## src/rtl/mem_arbiter_pkg.sv

```systemverilog
// -----------------------------------------------------------------------------
// mem_arbiter_pkg
//   Shared types for the unified-memory arbiter of the rv32I core.
//   - arb_state_t : arbiter FSM states (IDLE, WAIT_RSP)
//   - arb_owner_t : which requester owns / is granted the memory port
//   - STARVE_W    : width of the fetch starvation counter
// -----------------------------------------------------------------------------
package mem_arbiter_pkg;

    typedef enum logic {
        IDLE,
        WAIT_RSP
    } arb_state_t;

    typedef enum logic [1:0] {
        OWN_NONE,
        OWN_IF,
        OWN_D
    } arb_owner_t;

    localparam int STARVE_W = 4;

endpackage

```

## src/rtl/mem_arbiter_sat.sv

```systemverilog
// -----------------------------------------------------------------------------
// sat_counter
//   Up-counter that saturates at MAX and clears synchronously. Used as the
//   fetch starvation counter of mem_arbiter.
// Ports:
//   clk     in   clock, rising edge
//   reset_n in   asynchronous active-low reset (count -> 0)
//   inc     in   increment request (ignored once count == MAX)
//   clr     in   synchronous clear, wins over inc
//   count   out  current count
// -----------------------------------------------------------------------------
module sat_counter #(
    parameter int WIDTH = 4,
    parameter int MAX   = 4
) (
    input  logic             clk,
    input  logic             reset_n,
    input  logic             inc,
    input  logic             clr,
    output logic [WIDTH-1:0] count
);

    localparam logic [WIDTH-1:0] MAX_V = WIDTH'(MAX);

    // NOTE: state is written with non-blocking assignments so every flop
    // samples pre-edge values, independent of process evaluation order.
    always_ff @(posedge clk or negedge reset_n) begin
        if (!reset_n) begin
            count <= '0;
        end else if (clr) begin
            count <= '0;
        end else if (inc && (count < MAX_V)) begin
            count <= count + WIDTH'(1);
        end
    end

endmodule

```

## src/rtl/mem_arbiter.sv

```systemverilog
// -----------------------------------------------------------------------------
// mem_arbiter
//   Shares one single-port memory between the instruction-fetch (if_*) and
//   load/store (d_*) requesters. One transaction outstanding at a time. Data
//   wins arbitration unless fetch has lost MAX_WAIT times in a row.
//
// Optional feature: define MEM_ARB_PERF_EN to add perf_if_grants,
//   perf_d_grants and perf_stall_cycles (32-bit, wrapping) outputs.
//
// Ports:
//   clk, reset_n                          clock / async active-low reset
//   if_req_valid/ready, if_addr           fetch request channel
//   if_rsp_valid, if_rdata                fetch response (1-cycle pulse)
//   d_req_valid/ready, d_addr, d_we,
//   d_wdata                               data request channel
//   d_rsp_valid, d_rdata                  data response (1-cycle pulse)
//   mem_req_valid/ready, mem_addr,
//   mem_we, mem_wdata                     request to memory
//   mem_rsp_valid, mem_rdata              response from memory
// -----------------------------------------------------------------------------
module mem_arbiter
    import mem_arbiter_pkg::*;
#(
    parameter int ADDR_W   = 32,
    parameter int DATA_W   = 32,
    parameter int MAX_WAIT = 4
) (
    input  logic              clk,
    input  logic              reset_n,
    input  logic              if_req_valid,
    output logic              if_req_ready,
    input  logic [ADDR_W-1:0] if_addr,
    output logic              if_rsp_valid,
    output logic [DATA_W-1:0] if_rdata,
    input  logic              d_req_valid,
    output logic              d_req_ready,
    input  logic [ADDR_W-1:0] d_addr,
    input  logic              d_we,
    input  logic [DATA_W-1:0] d_wdata,
    output logic              d_rsp_valid,
    output logic [DATA_W-1:0] d_rdata,
    output logic              mem_req_valid,
    input  logic              mem_req_ready,
    output logic [ADDR_W-1:0] mem_addr,
    output logic              mem_we,
    output logic [DATA_W-1:0] mem_wdata,
    input  logic              mem_rsp_valid,
    input  logic [DATA_W-1:0] mem_rdata
`ifdef MEM_ARB_PERF_EN
    ,
    output logic [31:0]       perf_if_grants,
    output logic [31:0]       perf_d_grants,
    output logic [31:0]       perf_stall_cycles
`endif
);

    localparam logic [STARVE_W-1:0] MAX_WAIT_V = STARVE_W'(MAX_WAIT);

    arb_state_t state_q, state_d;
    arb_owner_t owner_q, owner_d;
    // Grant frozen while a request is offered but not yet accepted, so the
    // payload seen by memory cannot change mid-handshake.
    arb_owner_t lock_q, lock_d;
    arb_owner_t grant;

    logic [STARVE_W-1:0] starve_cnt;
    logic                xfer;
    logic                rsp_hit;

    // ---------------- grant selection (IDLE only) ----------------
    always_comb begin
        grant = OWN_NONE;
        if (lock_q != OWN_NONE) begin
            grant = lock_q;
        end else if (d_req_valid && (starve_cnt < MAX_WAIT_V)) begin
            grant = OWN_D;
        end else if (if_req_valid) begin
            grant = OWN_IF;
        end else if (d_req_valid) begin
            grant = OWN_D;
        end
    end

    // ---------------- state register ----------------
    always_ff @(posedge clk or negedge reset_n) begin
        if (!reset_n) begin
            state_q <= IDLE;
            owner_q <= OWN_NONE;
            lock_q  <= OWN_NONE;
        end else begin
            state_q <= state_d;
            owner_q <= owner_d;
            lock_q  <= lock_d;
        end
    end

    // ---------------- next state and outputs ----------------
    // NOTE: every signal gets a default first so no path through this block
    // leaves one unassigned, which would otherwise infer a latch.
    always_comb begin
        state_d       = state_q;
        owner_d       = owner_q;
        lock_d        = lock_q;
        mem_req_valid = 1'b0;
        mem_addr      = '0;
        mem_we        = 1'b0;
        mem_wdata     = '0;
        if_req_ready  = 1'b0;
        d_req_ready   = 1'b0;

        // Request side is gated by reset_n so the handshake outputs read 0
        // while reset is held, whatever the requesters drive.
        if ((state_q == IDLE) && reset_n) begin
            unique case (grant)
                OWN_IF: begin
                    mem_req_valid = if_req_valid;
                    mem_addr      = if_addr;
                    if_req_ready  = mem_req_ready;
                end
                OWN_D: begin
                    mem_req_valid = d_req_valid;
                    mem_addr      = d_addr;
                    mem_we        = d_we;
                    mem_wdata     = d_wdata;
                    d_req_ready   = mem_req_ready;
                end
                default: ;
            endcase
        end

        unique case (state_q)
            IDLE: begin
                if (mem_req_valid && mem_req_ready) begin
                    state_d = WAIT_RSP;
                    owner_d = grant;
                    lock_d  = OWN_NONE;
                end else if (mem_req_valid) begin
                    lock_d  = grant;
                end else begin
                    lock_d  = OWN_NONE;
                end
            end
            WAIT_RSP: begin
                if (mem_rsp_valid) begin
                    state_d = IDLE;
                    owner_d = OWN_NONE;
                end
            end
            default: state_d = IDLE;
        endcase
    end

    assign xfer    = mem_req_valid && mem_req_ready;
    assign rsp_hit = (state_q == WAIT_RSP) && mem_rsp_valid;

    // Responses are routed to the owner only; late/spurious memory responses
    // in IDLE never reach a requester. Read data is zero outside the pulse.
    assign if_rsp_valid = rsp_hit && (owner_q == OWN_IF);
    assign d_rsp_valid  = rsp_hit && (owner_q == OWN_D);
    assign if_rdata     = if_rsp_valid ? mem_rdata : '0;
    assign d_rdata      = d_rsp_valid  ? mem_rdata : '0;

    // ---------------- fetch starvation counter ----------------
    // Counts data wins while fetch was waiting; any fetch transfer clears it.
    sat_counter #(
        .WIDTH (STARVE_W),
        .MAX   (MAX_WAIT)
    ) u_starve (
        .clk     (clk),
        .reset_n (reset_n),
        .inc     (xfer && (grant == OWN_D) && if_req_valid),
        .clr     (xfer && (grant == OWN_IF)),
        .count   (starve_cnt)
    );

`ifdef MEM_ARB_PERF_EN
    // ---------------- performance counters ----------------
    logic stall;
    assign stall = (if_req_valid && !if_req_ready) || (d_req_valid && !d_req_ready);

    always_ff @(posedge clk or negedge reset_n) begin
        if (!reset_n) begin
            perf_if_grants    <= '0;
            perf_d_grants     <= '0;
            perf_stall_cycles <= '0;
        end else begin
            if (xfer && (grant == OWN_IF)) perf_if_grants <= perf_if_grants + 32'd1;
            if (xfer && (grant == OWN_D))  perf_d_grants  <= perf_d_grants + 32'd1;
            if (stall) perf_stall_cycles <= perf_stall_cycles + 32'd1;
        end
    end
`endif

endmodule

```

## config.mk

```make
export PLATFORM = sky130hd
export DESIGN_NAME = mem_arbiter
export DESIGN_NICKNAME = d
export VERILOG_FILES = /design/src/rtl/mem_arbiter_pkg.sv /design/src/rtl/mem_arbiter_sat.sv /design/src/rtl/mem_arbiter.sv
export SDC_FILE = /design/constraint.sdc
export NUM_CORES = 1
export LEC_CHECK = 0
export BUFFER_PORTS_ARGS = -buffer_cell sky130_fd_sc_hd__buf_2
export CAP_MARGIN = 30
export CORE_AREA = 3 3 103 105
export DETAILED_ROUTE_END_ITERATION = 7
export DIE_AREA = 0 0 106 108
export PLACE_DENSITY_LB_ADDON = 0.05
export SETUP_SLACK_MARGIN = 0.1
export SYNTH_ARGS = -nofsm -noshare
export SYNTH_HDL_FRONTEND = slang
export SYNTH_SLANG_ARGS = --single-unit
```

## constraint.sdc

```tcl
create_clock -name clk -period 3.65 [get_ports clk]
set_clock_uncertainty 0.1 [all_clocks]
set_input_delay 0.9125 -clock clk [delete_from_list [all_inputs] [get_ports clk]]
set_output_delay 0.9125 -clock clk [all_outputs]
set_load 0.02 [all_outputs]
```

-- Yosys cells after proc, flatten, opt, wreduce, memory -nomap -nowiden
Cells that the tools add are included.
- register bits after elaboration: 9
- input port bits: 135
- output and inout bits: 134
- word-level logic and storage cells: 54
- add/subtract/negate cells: 1
- order comparisons: 1
- equal/unequal tests: 6
- mux-type cells: 28
- bitwise operators: 1
- reductions and logical operators: 13
- operator list (operator ; count):
    32-bit 2-to-1 mux ; 5
    32-bit case mux with 2 select lines ; 1
    2-bit 2-to-1 mux ; 8
    1-bit logical AND ; 10
    1-bit 2-to-1 mux ; 9
    4-bit 2-to-1 mux ; 2
    4-bit by 1-bit adder with 4-bit output, second input constant ; 1
    2-bit by 1-bit == test with 1-bit output, second input constant ; 2
    2-bit == test, second input constant ; 2
    4-bit by 3-bit less-than comparator with 1-bit output, second input constant ; 1
    2-bit inequality test, second input constant ; 2
    1-bit case mux with 2 select lines ; 2
    2-bit case mux with 2 select lines ; 1
    2-bit nonzero test ; 2
    2-bit AND reduction ; 1
    1-bit inverter ; 1

-- Logic depth before layout (Yosys ltp)
Gate-level depths: netlist of run 1.
- depth after elaboration: 13
- depth in mapped cells: 9
- depth with buffers taken out: 7

-- Hierarchy
Synthesis of run 1 repeated with hierarchy kept, for this count alone.
- cell total of the unflattened synthesis: 237
- area, all modules: 1586.5 µm²
- by module, submodules not included (module ; instances ; cells an instance ; area an instance (µm²) ; seq. area each (µm²)):
    mem_arbiter ; 1 ; 221 ; 1388.8 ; 125.1
    sat_counter ; 1 ; 16 ; 197.7 ; 100.1

-- Least setup slack after synthesis of run 1
Ideal clock, no wire load.
- path kind: input to output
- start: input port d_req_valid
- end: output port mem_addr[10]
- arrival time: 2.886 ns
- path slack: -0.249 ns
- cell stages on the path: 7
- buffers on the path: 2
- cell sequence: or3b_2 -> a31oi_1 -> ha_1 -> or3b_1 -> buf_2 -> clkbuf_1 -> nor2_1
- word-level cells in the longest chain between the ends: 7
- RTL lines (item ; RTL line ; RTL):
    from (decl) ; mem_arbiter.sv:35 ; input logic d_req_valid,
    2-bit 2-to-1 mux ; mem_arbiter.sv:79 ; end else if (d_req_valid) begin
    2-bit 2-to-1 mux ; mem_arbiter.sv:77 ; end else if (if_req_valid) begin
    2-bit 2-to-1 mux * ; mem_arbiter.sv:75 ; end else if (d_req_valid && (starve_cnt < MAX_WAIT_V)) begin
    2-bit 2-to-1 mux * ; mem_arbiter.sv:73 ; if (lock_q != OWN_NONE) begin
    2-bit == test or 2-bit by 1-bit == test with 1-bit output (tied branches) ; mem_arbiter.sv:114 ; unique case (grant)
    32-bit case mux with 2 select lines * ; mem_arbiter.sv:114 ;
    32-bit 2-to-1 mux * ; mem_arbiter.sv:113 ; if ((state_q == IDLE) && reset_n) begin
    to (decl) ; mem_arbiter.sv:44 ; output logic [ADDR_W-1:0] mem_addr,
Mark *: on every way between the ends. The rest lies on a longest branch, timed or not.

-- Worst setup path after layout of run 1
- start: input port d_req_valid
- end: output port mem_addr[2]
Same word-level chain as after synthesis.

==> results of run 1 <==
==> through the flow <==
step / utilization, % / setup TNS (ns) / std cells / power (µW)
2_1_floorplan: - / 0 / 238 / 326.5
4_1_cts: 38.21 / -1.088 / 641 / 626.3
5_1_grt: 38.21 / -2.174 / 641 / 661.0
3_3_place_gp: 35.43 / -2.347 / 632 / 465.8
3_5_place_dp: 35.43 / -2.624 / 632 / 471.0
6_report: 38.21 / -0.9016 / 641 / 616.0
==> layer usage <==
metal,track usage (%),vias to the layer above,share of wire (%)
met5,0,-,0
met4,1.110,0,0.13
met3,3.522,2,9.3
met2,30.19,147,56
met1,14.91,1273,34
li1,-,1365,-
==> state kept, by name (all words and copies together), names as in the netlist <==
register        flops
u_starve.count      4
lock_q              2
owner_q             2
state_q             1
==> synthesized netlist by cell type (2+ instances only) <==
library cell and number:
a22oi_1 33, a31oi_1 3, and2_1 65, and3_1 35
buf_2 2, clkbuf_1 22, dfrtp_1 9, ha_1 3
inv_1 5, mux2_2 2, mux2i_1 2, nand2_1 4
nor2_1 34, nor2b_1 2, nor3b_2 2, o21ai_0 2
o22ai_1 2
==> kinds of logic after synthesis <==
logic type / Yosys count / synth area share, %
AND/OR/NAND/NOR: 148 / 53.87
AO/OA/AOI/OAI: 44 / 19.86
buffers and inverters: 30 / 7.193
flip-flops: 9 / 14.07
multiplexers: 4 / 2.658
adder cells (fa/ha/maj): 3 / 2.346
==> how the worst max path moves through the flow <==
stage / startpoint / end / depth (start not counted)
floorplan: d_req_valid / mem_addr[10] / 7
global placement: d_req_valid / mem_addr[2] / 8
detailed placement: d_req_valid / mem_addr[2] / 8
CTS: d_req_valid / mem_addr[2] / 8
global route: d_req_valid / mem_addr[2] / 8
finish: d_req_valid / mem_addr[2] / 8
==> power groups by stage <==
stage | Clock [µW] | Sequential [µW] | Combinational (µW)
after floorplan | 0 | 120 | 207
after global placement | 0 | 122 | 344
after detailed placement | 0 | 123 | 348
after CTS | 118 | 121 | 387
after global routing | 125 | 122 | 414
final | 113 | 121 | 382
==> layout make-up <==
| class | count | area [µm²] | area share (%) |
|---|---|---|---|
| Timing Repair Buffer | 291 | 1702 | 45.78 |
| Inverter | 5 | 18.77 | 0.5049 |
| Multi-Input combinational cell | 199 | 1560 | 41.97 |
| Sequential cell | 9 | 225.2 | 6.059 |
| Clock buffer | 4 | 45.04 | 1.212 |
| Tap cell | 133 | 166.4 | 4.477 |
==> critical path, cell delays in order <==
cell and delay, ns:
buf_6 0.07, or3b_4 0.38, a31oi_4 0.18, ha_4 0.23
or3b_4 0.41, buf_12 0.21, nor2_4 0.12, buf_2 0.17
==> what timing repair did <==
action                     CTS  global route
setup endpoints to repair   33            33
gates cloned                 2             0
resized for setup           37             0
buffers inserted             3             0
pin swaps                    2             0
==> results.json, run 1 <==
{
  "worstSetupStartpointType": "input port",
  "clockBufferDepth": 2,
  "regToRegSetupSlack_ns": 1.12,
  "cts_tree": "done",
  "cts_root_buf": "clkbuf_8",
  "power.density_mw_per_mm2": 165.7,
  "seq_power_share_pct": 19.6,
  "r2r_start": "u_starve.count[2]$_DFFE_PN0P_",
  "synth_top_area_share_pct": 25.41,
  "rsz0062_at_grt": "true",
  "p_sw_share_pct": 39.95,
  "drive_above_1_share_pct": 67.32,
  "die_h_um": 108,
  "gp_congestion": 0.7299,
  "status": "finished with violations",
  "n_antenna_cell": 0,
  "numPortBuffers": 268,
  "p_leak_uw": 0.002198,
  "grt_max_degree": 36,
  "combinationalPowerShare_pct": 62.0,
  "layout_setup_ws_ns": -0.06623,
  "endpoint_kind": "primary output",
  "numCtsBuffers": 3,
  "wl_per_cell_um": 14.38,
  "max_freq_ghz": 0.2691,
  "grt_pass1_wl_um": 13520,
  "critPathArrivalTime_ns": 2.70,
  "period_share_pct": 101.8,
  "cts.sinks": 9,
  "synth-main-ff-cell": "dfrtp_1",
  "maxSlewViolCount": 0,
  "area_growth_pct": 132.3,
  "grt.overflow.total": 0,
  "hp-start": "u_starve.count[1]$_DFFE_PN0P_",
  "finish.net_count": 647,
  "vdd_drop_max_mv": 0.1067,
  "worstHoldEndpoint": "u_starve.count[1]$_DFFE_PN0P_",
  "routed_via_density": 4.348,
  "synth_area_leaders": "and2_1, a22oi_1, dfrtp_1",
  "hold_buffers": 0,
  "coreArea_mm2": 0.009729,
  "fillCellCount": 1045,
  "dp_slack_ns": -0.1100,
  "route.detailed.drc": 0,
  "drv_cap": 0,
  "syn_nets": 376,
  "power.share.clock_pct": 18.4,
  "antenna_found_initial": 0,
  "r2r_end": "u_starve.count[1]$_DFFE_PN0P_",
  "hold_class": "flop to flop",
  "synth_sequential_area_ratio_pct": 14.07,
  "grt_pass1_vias": 2662,
  "gr-usage-all-layers_pct": 14.43,
  "initial_utilization_pct": 16.45,
  "worst_pin_slew_ns": 0.2966,
  "mostFrequentLayoutCell": "buf_2",
  "synth_seq_cells": 9,
  "critPathRequiredTime_ns": 2.64,
  "ys_types": 28,
  "drt_pass1_iterations": 4,
  "clock_latency_ns": 0.23,
  "rr_worst_depth": 9,
  "synthCells": 238,
  "maxSlewHeadroom_pct": 80.23,
  "routed_wl_um": 9219,
  "synth_largest_area_cell": "and2_1",
  "die_w_um": 106,
  "period_minus_slack_ns": 3.716,
  "synth_edf_count": 0,
  "io_pins": 269,
  "syn_area_per_cell_um2": 6.724,
  "worstPathMaxFanout": 23,
  "p_sw_uw": 246.1,
  "yosysWarnings": 0,
  "fin_area_mm2": 0.003717,
  "first_iter_violations": 100,
  "ys_async_sr_fraction_pct": 100.0,
  "htreeDepth": 1,
  "finalHoldViolCount": 0,
  "violations": "setup timing",
  "clkSlewWorstSetupHoldPaths_ns": 0.04,
  "post-dp-hpwl_um": 7512,
  "place_area_mm2": 0.003447,
  "num_rows": 36,
  "whs_path_depth": 1,
  "syn-cell-area_mm2": 0.001600,
  "die_area_mm2": 0.01145,
  "internal-power_uw": 369.9,
  "most-common-layout-cells": "buf_2, and2_1, and3_1, nor2_4, a22oi_1",
  "critical_path_class": "input port to primary output",
  "ant_nets": 0,
  "whs_ns": 0.4125,
  "setup_viol": 33,
  "via_count": 2787
}
(Power assumes the default switching activity.)
==> run 2: changes to the inputs <==
SKIP_LAST_GASP = 1   (was not set)
==> run 2 against run 1 <==
Net effect: the run still ends with setup timing left; wire length is 0.15% higher; first-iteration DRC count unchanged; worst hold slack stayed put; critical path depth stayed put; sequential power is essentially flat; maximum frequency barely moved; clock-buffer cell count unchanged; combinational power is essentially flat; non-clock buffer count unchanged; largest cell class unchanged; highest routed layer unchanged.
==> results.json, run 2 (synthesized netlist as in run 1, its figures left out) <==
{
  "status": "finished with violations",
  "violations": "setup timing",
  "largestRegisters": "u_starve.count: 4 flops, lock_q: 2 flops, owner_q: 2 flops",
  "num_rows": 36,
  "htreeDepth": 1,
  "worstSetupStartpointType": "input port",
  "drt_pass1_iterations": 4,
  "p_leak_uw": 0.002198,
  "post-dp-hpwl_um": 7512,
  "regToRegSetupSlack_ns": 1.12,
  "numCtsBuffers": 3,
  "worstPathMaxFanout": 23,
  "gr-usage-all-layers_pct": 14.42,
  "numPortBuffers": 268,
  "die_area_mm2": 0.01145,
  "grt_max_degree": 36,
  "clockBufferDepth": 2,
  "grt_pass1_vias": 2658,
  "finalHoldViolCount": 0,
  "routed_wl_um": 9233,
  "initial_utilization_pct": 16.45,
  "fillCellCount": 1043,
  "critPathArrivalTime_ns": 2.70,
  "die_h_um": 108,
  "power.density_mw_per_mm2": 165.7,
  "worst_setup_path_startpoint": "d_req_valid",
  "largest_reg_flops": 4,
  "fin_area_mm2": 0.003717,
  "rr_worst_depth": 9,
  "r2r_start": "u_starve.count[2]$_DFFE_PN0P_",
  "period_minus_slack_ns": 3.716,
  "endpoint_kind": "primary output",
  "gp_congestion": 0.7299,
  "r2r_end": "u_starve.count[1]$_DFFE_PN0P_",
  "maxSlewHeadroom_pct": 80.27,
  "clock_latency_ns": 0.23,
  "cts_root_buf": "clkbuf_8",
  "routed_via_density": 4.353,
  "regMostFlops": "u_starve.count",
  "hold_buffers": 0,
  "vdd_drop_max_mv": 0.1067,
  "critPathRequiredTime_ns": 2.64,
  "first_iter_violations": 100,
  "grt_pass1_wl_um": 13510,
  "io_pins": 269,
  "rsz0062_at_grt": "true",
  "cts.sinks": 9,
  "place_area_mm2": 0.003447,
  "via_count": 2790,
  "n_antenna_cell": 0,
  "crit_end": "mem_addr[2]",
  "grt.overflow.total": 0,
  "antenna_found_initial": 0,
  "drv_cap": 0,
  "die_w_um": 106,
  "finish.net_count": 647,
  "cts_tree": "done",
  "hold_class": "flop to flop",
  "wl_per_cell_um": 14.40,
  "maxSlewViolCount": 0,
  "dp_slack_ns": -0.1100,
  "clkSlewWorstSetupHoldPaths_ns": 0.04,
  "most-common-layout-cells": "buf_2, and2_1, and3_1, nor2_4, a22oi_1",
  "area_growth_pct": 132.3,
  "period_share_pct": 101.8,
  "setup_viol": 33,
  "route.detailed.drc": 0,
  "worst_pin_slew_ns": 0.2960,
  "critical_path_class": "input port to primary output",
  "drive_above_1_share_pct": 67.32,
  "max_freq_ghz": 0.2691,
  "coreArea_mm2": 0.009729,
  "mostFrequentLayoutCell": "buf_2",
  "layout_setup_ws_ns": -0.06597,
  "ant_nets": 0
}
## run 2: cell counts in the layout (fill, tap and decap cells not counted)
No cell type changed its count.
## run 2: metrics by stage
stage / TNS, ns / std cells / util, % / total power [µW] / hold slack [ns]
detailed placement: -2.624 / 632 / 35.43 / 471.0 / 0.4055
CTS: -1.126 / 641 / 38.05 / 624.9 / 0.4158
floorplan: 0 / 238 / - / 326.5 / 0.3835
global route: -2.165 / 641 / 38.21 / 661.0 / 0.4267
finish: -0.8872 / 641 / 38.21 / 616.0 / 0.4125
global placement: -2.347 / 632 / 35.43 / 465.8 / 0.3939
## run 2: cell type report
| type | instances | area, µm² | area share, % |
|---|---|---|---|
| clock buffers | 4 | 45.04 | 1.212 |
| inverters | 5 | 18.77 | 0.5049 |
| multi-input cells | 199 | 1560 | 41.97 |
| flip-flops and latches | 9 | 225.2 | 6.059 |
| well taps | 133 | 166.4 | 4.477 |
| repair buffers | 291 | 1702 | 45.78 |
## run 2: worst min-delay path by stage
stage | start | endpoint | slack, ns | cells after the start
after floorplan | u_starve.count[1]$_DFFE_PN0P_ | u_starve.count[1]$_DFFE_PN0P_ | 0.38 | 1
after global placement | u_starve.count[1]$_DFFE_PN0P_ | u_starve.count[1]$_DFFE_PN0P_ | 0.39 | 1
after detailed placement | u_starve.count[1]$_DFFE_PN0P_ | u_starve.count[1]$_DFFE_PN0P_ | 0.41 | 1
after CTS | u_starve.count[1]$_DFFE_PN0P_ | u_starve.count[1]$_DFFE_PN0P_ | 0.42 | 1
after global routing | u_starve.count[1]$_DFFE_PN0P_ | u_starve.count[1]$_DFFE_PN0P_ | 0.43 | 1
final | u_starve.count[1]$_DFFE_PN0P_ | u_starve.count[1]$_DFFE_PN0P_ | 0.41 | 1
## run 2: timing repair
action                     4_1_cts  5_1_grt
cloned                           2        0
buffers inserted                 3        0
setup endpoints to repair       33       33
pin swaps                        2        0
resized for setup               33        4
## run 2: routing by layer
| metal | vias up | routed length, µm | GRT usage, % |
|---|---|---|---|
| met5 | - | 0 | 0 |
| met4 | 0 | 12 | 1.110 |
| met3 | 2 | 842 | 3.522 |
| met2 | 147 | 5195 | 30.19 |
| met1 | 1276 | 3183 | 14.87 |
| li1 | 1365 | - | - |
## run 2: power breakdown
part / leakage (µW) / internal [µW] / switching [µW]
Combinational: 0.00205 / 183 / 199
Sequential: 0.000123 / 111 / 9.56
Clock: 0.0000228 / 75.9 / 37.4
Total: 0.00220 / 370 / 246
## run 2: worst max-delay path, stage by stage
cell	delay, ns
buf_6	0.07
or3b_4	0.38
a31oi_4	0.18
ha_4	0.23
or3b_4	0.41
buf_12	0.21
nor2_4	0.12
buf_2	0.17
==> run 3: changes to the inputs <==
BUFFER_PORTS_ARGS = -buffer_cell sky130_fd_sc_hd__clkbuf_2   (was -buffer_cell sky130_fd_sc_hd__buf_2)
==> run 3 against run 2 <==
Net effect: the flow still finishes with violations (setup timing); via count decreased by 1.6%; utilization down 0.62 points; combinational power decreased by 3%; largest power group unchanged; register-to-register slack lost 0.05 ns; highest routed layer unchanged; setup slack better by 0.021 ns; sequential share of layout area up 0.099 points.
==> results.json, run 3 (synthesized netlist as in run 1, its figures left out) <==
{
  "status": "finished with violations",
  "violations": "setup timing",
  "met3_length_um": 769,
  "gp_congestion": 0.7063,
  "finalHoldViolCount": 0,
  "coreArea_mm2": 0.009729,
  "r2r_start": "u_starve.count[2]$_DFFE_PN0P_",
  "layout_setup_ws_ns": -0.04452,
  "fin_area_mm2": 0.003657,
  "drv_cap": 0,
  "power.density_mw_per_mm2": 165.0,
  "r2r_end": "lock_q[1]$_DFFE_PN0N_",
  "power.share.clock_pct": 18.6,
  "period_share_pct": 101.2,
  "vdd_drop_max_mv": 0.1162,
  "place_area_mm2": 0.003442,
  "worst_pin_slew_ns": 0.2917,
  "setup_tns_ns": -0.5812,
  "wl_met1_um": 3151,
  "n_antenna_cell": 0,
  "route.detailed.drc": 0,
  "largest_reg_flops": 4,
  "cts.sinks": 9,
  "rr_worst_depth": 7,
  "initial_utilization_pct": 16.45,
  "numCtsBuffers": 3,
  "grt_pass1_vias": 2595,
  "cts_tree": "done",
  "hold_class": "flop to flop",
  "hp-start": "u_starve.count[1]$_DFFE_PN0P_",
  "largestRegisters": "u_starve.count: 4 flops, lock_q: 2 flops, owner_q: 2 flops",
  "clock_latency_ns": 0.23,
  "max_freq_ghz": 0.2707,
  "post-dp-hpwl_um": 7593,
  "grt_pass1_wl_um": 13050,
  "grt_max_degree": 36,
  "maxSlewViolCount": 0,
  "worstSetupStartpointType": "input port",
  "seq_power_share_pct": 20.0,
  "die_area_mm2": 0.01145,
  "routed_wl_um": 9084,
  "whs_path_depth": 1,
  "grt.overflow.total": 0,
  "die_w_um": 106,
  "regMostFlops": "u_starve.count",
  "dr.max_layer_used": "met4",
  "most-common-layout-cells": "clkbuf_2, and2_1, and3_1, nor2_4, a22oi_1",
  "cts_root_buf": "clkbuf_8",
  "total_power_uw": 603.4,
  "gr-usage-all-layers_pct": 13.88,
  "drt_pass1_iterations": 4,
  "p_sw_uw": 243.7,
  "io_pins": 269,
  "critPathRequiredTime_ns": 2.64,
  "worstPathMaxFanout": 9,
  "internal-power_uw": 359.7,
  "placed_cells": 633,
  "regToRegSetupSlack_ns": 1.07,
  "p_sw_share_pct": 40.39,
  "clkSlewWorstSetupHoldPaths_ns": 0.04,
  "ant_nets": 0,
  "combinationalPowerShare_pct": 61.4,
  "wl_per_cell_um": 14.22,
  "fin_util_pct": 37.59,
  "dr_wl_met2_um": 5128,
  "mostFrequentLayoutCell": "clkbuf_2",
  "final_cell_count_no_fill": 639,
  "finish.net_count": 645,
  "hold_buffers": 0,
  "first_iter_violations": 82,
  "maxSlewHeadroom_pct": 80.55,
  "antenna_found_initial": 0,
  "drive_above_1_share_pct": 67.00,
  "numPortBuffers": 268,
  "period_minus_slack_ns": 3.695,
  "worstHoldEndpoint": "u_starve.count[1]$_DFFE_PN0P_",
  "htreeDepth": 1,
  "routed_via_density": 4.296,
  "endpoint_kind": "primary output",
  "die_h_um": 108,
  "setup_viol": 20,
  "critical_path_class": "input port to primary output",
  "area_growth_pct": 128.5,
  "via_count": 2745,
  "p_leak_uw": 0.002100,
  "clockBufferDepth": 2,
  "rsz0062_at_grt": "true",
  "critPathArrivalTime_ns": 2.68,
  "num_rows": 36
}
run 3: cell types whose count changed in the layout (fill, tap and decap cells not counted), moves of 4 or more:
cell,change
buf_4,+5
buf_8,+4
buf_6,-6
clkbuf_2,+251
buf_2,-255
run 3: area by class of cell:
class	instances	area, µm²
Clock buffer	4	45.04
Fill cell	1048	6072
Inverter	5	18.77
Multi-Input combinational cell	199	1558
Sequential cell	9	225.2
Tap cell	133	166.4
Timing Repair Buffer	289	1644
run 3: worst max-delay path: stages:
cell and delay [ns]:
buf_6 0.07, or3b_4 0.37, a31oi_4 0.18, ha_4 0.23
or3b_4 0.45, buf_12 0.19, nor2_1 0.10, clkbuf_4 0.17
run 3: metal layers:
layer / vias to the layer above / global-route usage (%)
li1: 1358 / -
met1: 1240 / 15.44
met3: 2 / 2.627
met2: 145 / 27.82
met5: - / 0
met4: 0 / 1.850
run 3: per-stage QoR:
stage / hold slack [ns] / worst slack [ns]
2_1_floorplan: 0.3835 / 0.1136
3_3_place_gp: 0.3969 / -0.1048
3_5_place_dp: 0.4095 / -0.1035
4_1_cts: 0.4189 / -0.06025
5_1_grt: 0.4512 / -0.1030
6_report: 0.4221 / -0.04452
run 3: worst max path at each step:
stage | slack (ns) | startpoint | cells after the start | endpoint
6_report | -0.04 | d_req_valid | 8 | mem_addr[31]
5_1_grt | -0.10 | d_req_valid | 11 | mem_addr[2]
2_1_floorplan | 0.11 | d_req_valid | 7 | mem_addr[10]
3_3_place_gp | -0.10 | d_req_valid | 8 | mem_addr[2]
4_1_cts | -0.06 | d_req_valid | 8 | mem_addr[2]
3_5_place_dp | -0.10 | d_req_valid | 8 | mem_addr[24]
run 3: power groups by stage:
stage / Sequential, µW / Clock, µW / Combinational [µW]
floorplan: 120 / 0 / 207
global placement: 122 / 0 / 343
detailed placement: 122 / 0 / 347
CTS: 121 / 116 / 362
global route: 123 / 120 / 404
finish: 121 / 113 / 370
run 3: what timing repair did:
action                     4_1_cts  5_1_grt
cloned                           0        2
gates resized for setup         21       27
setup endpoints to repair       33       38
setup buffers                    0        0
pin swaps                        2        2
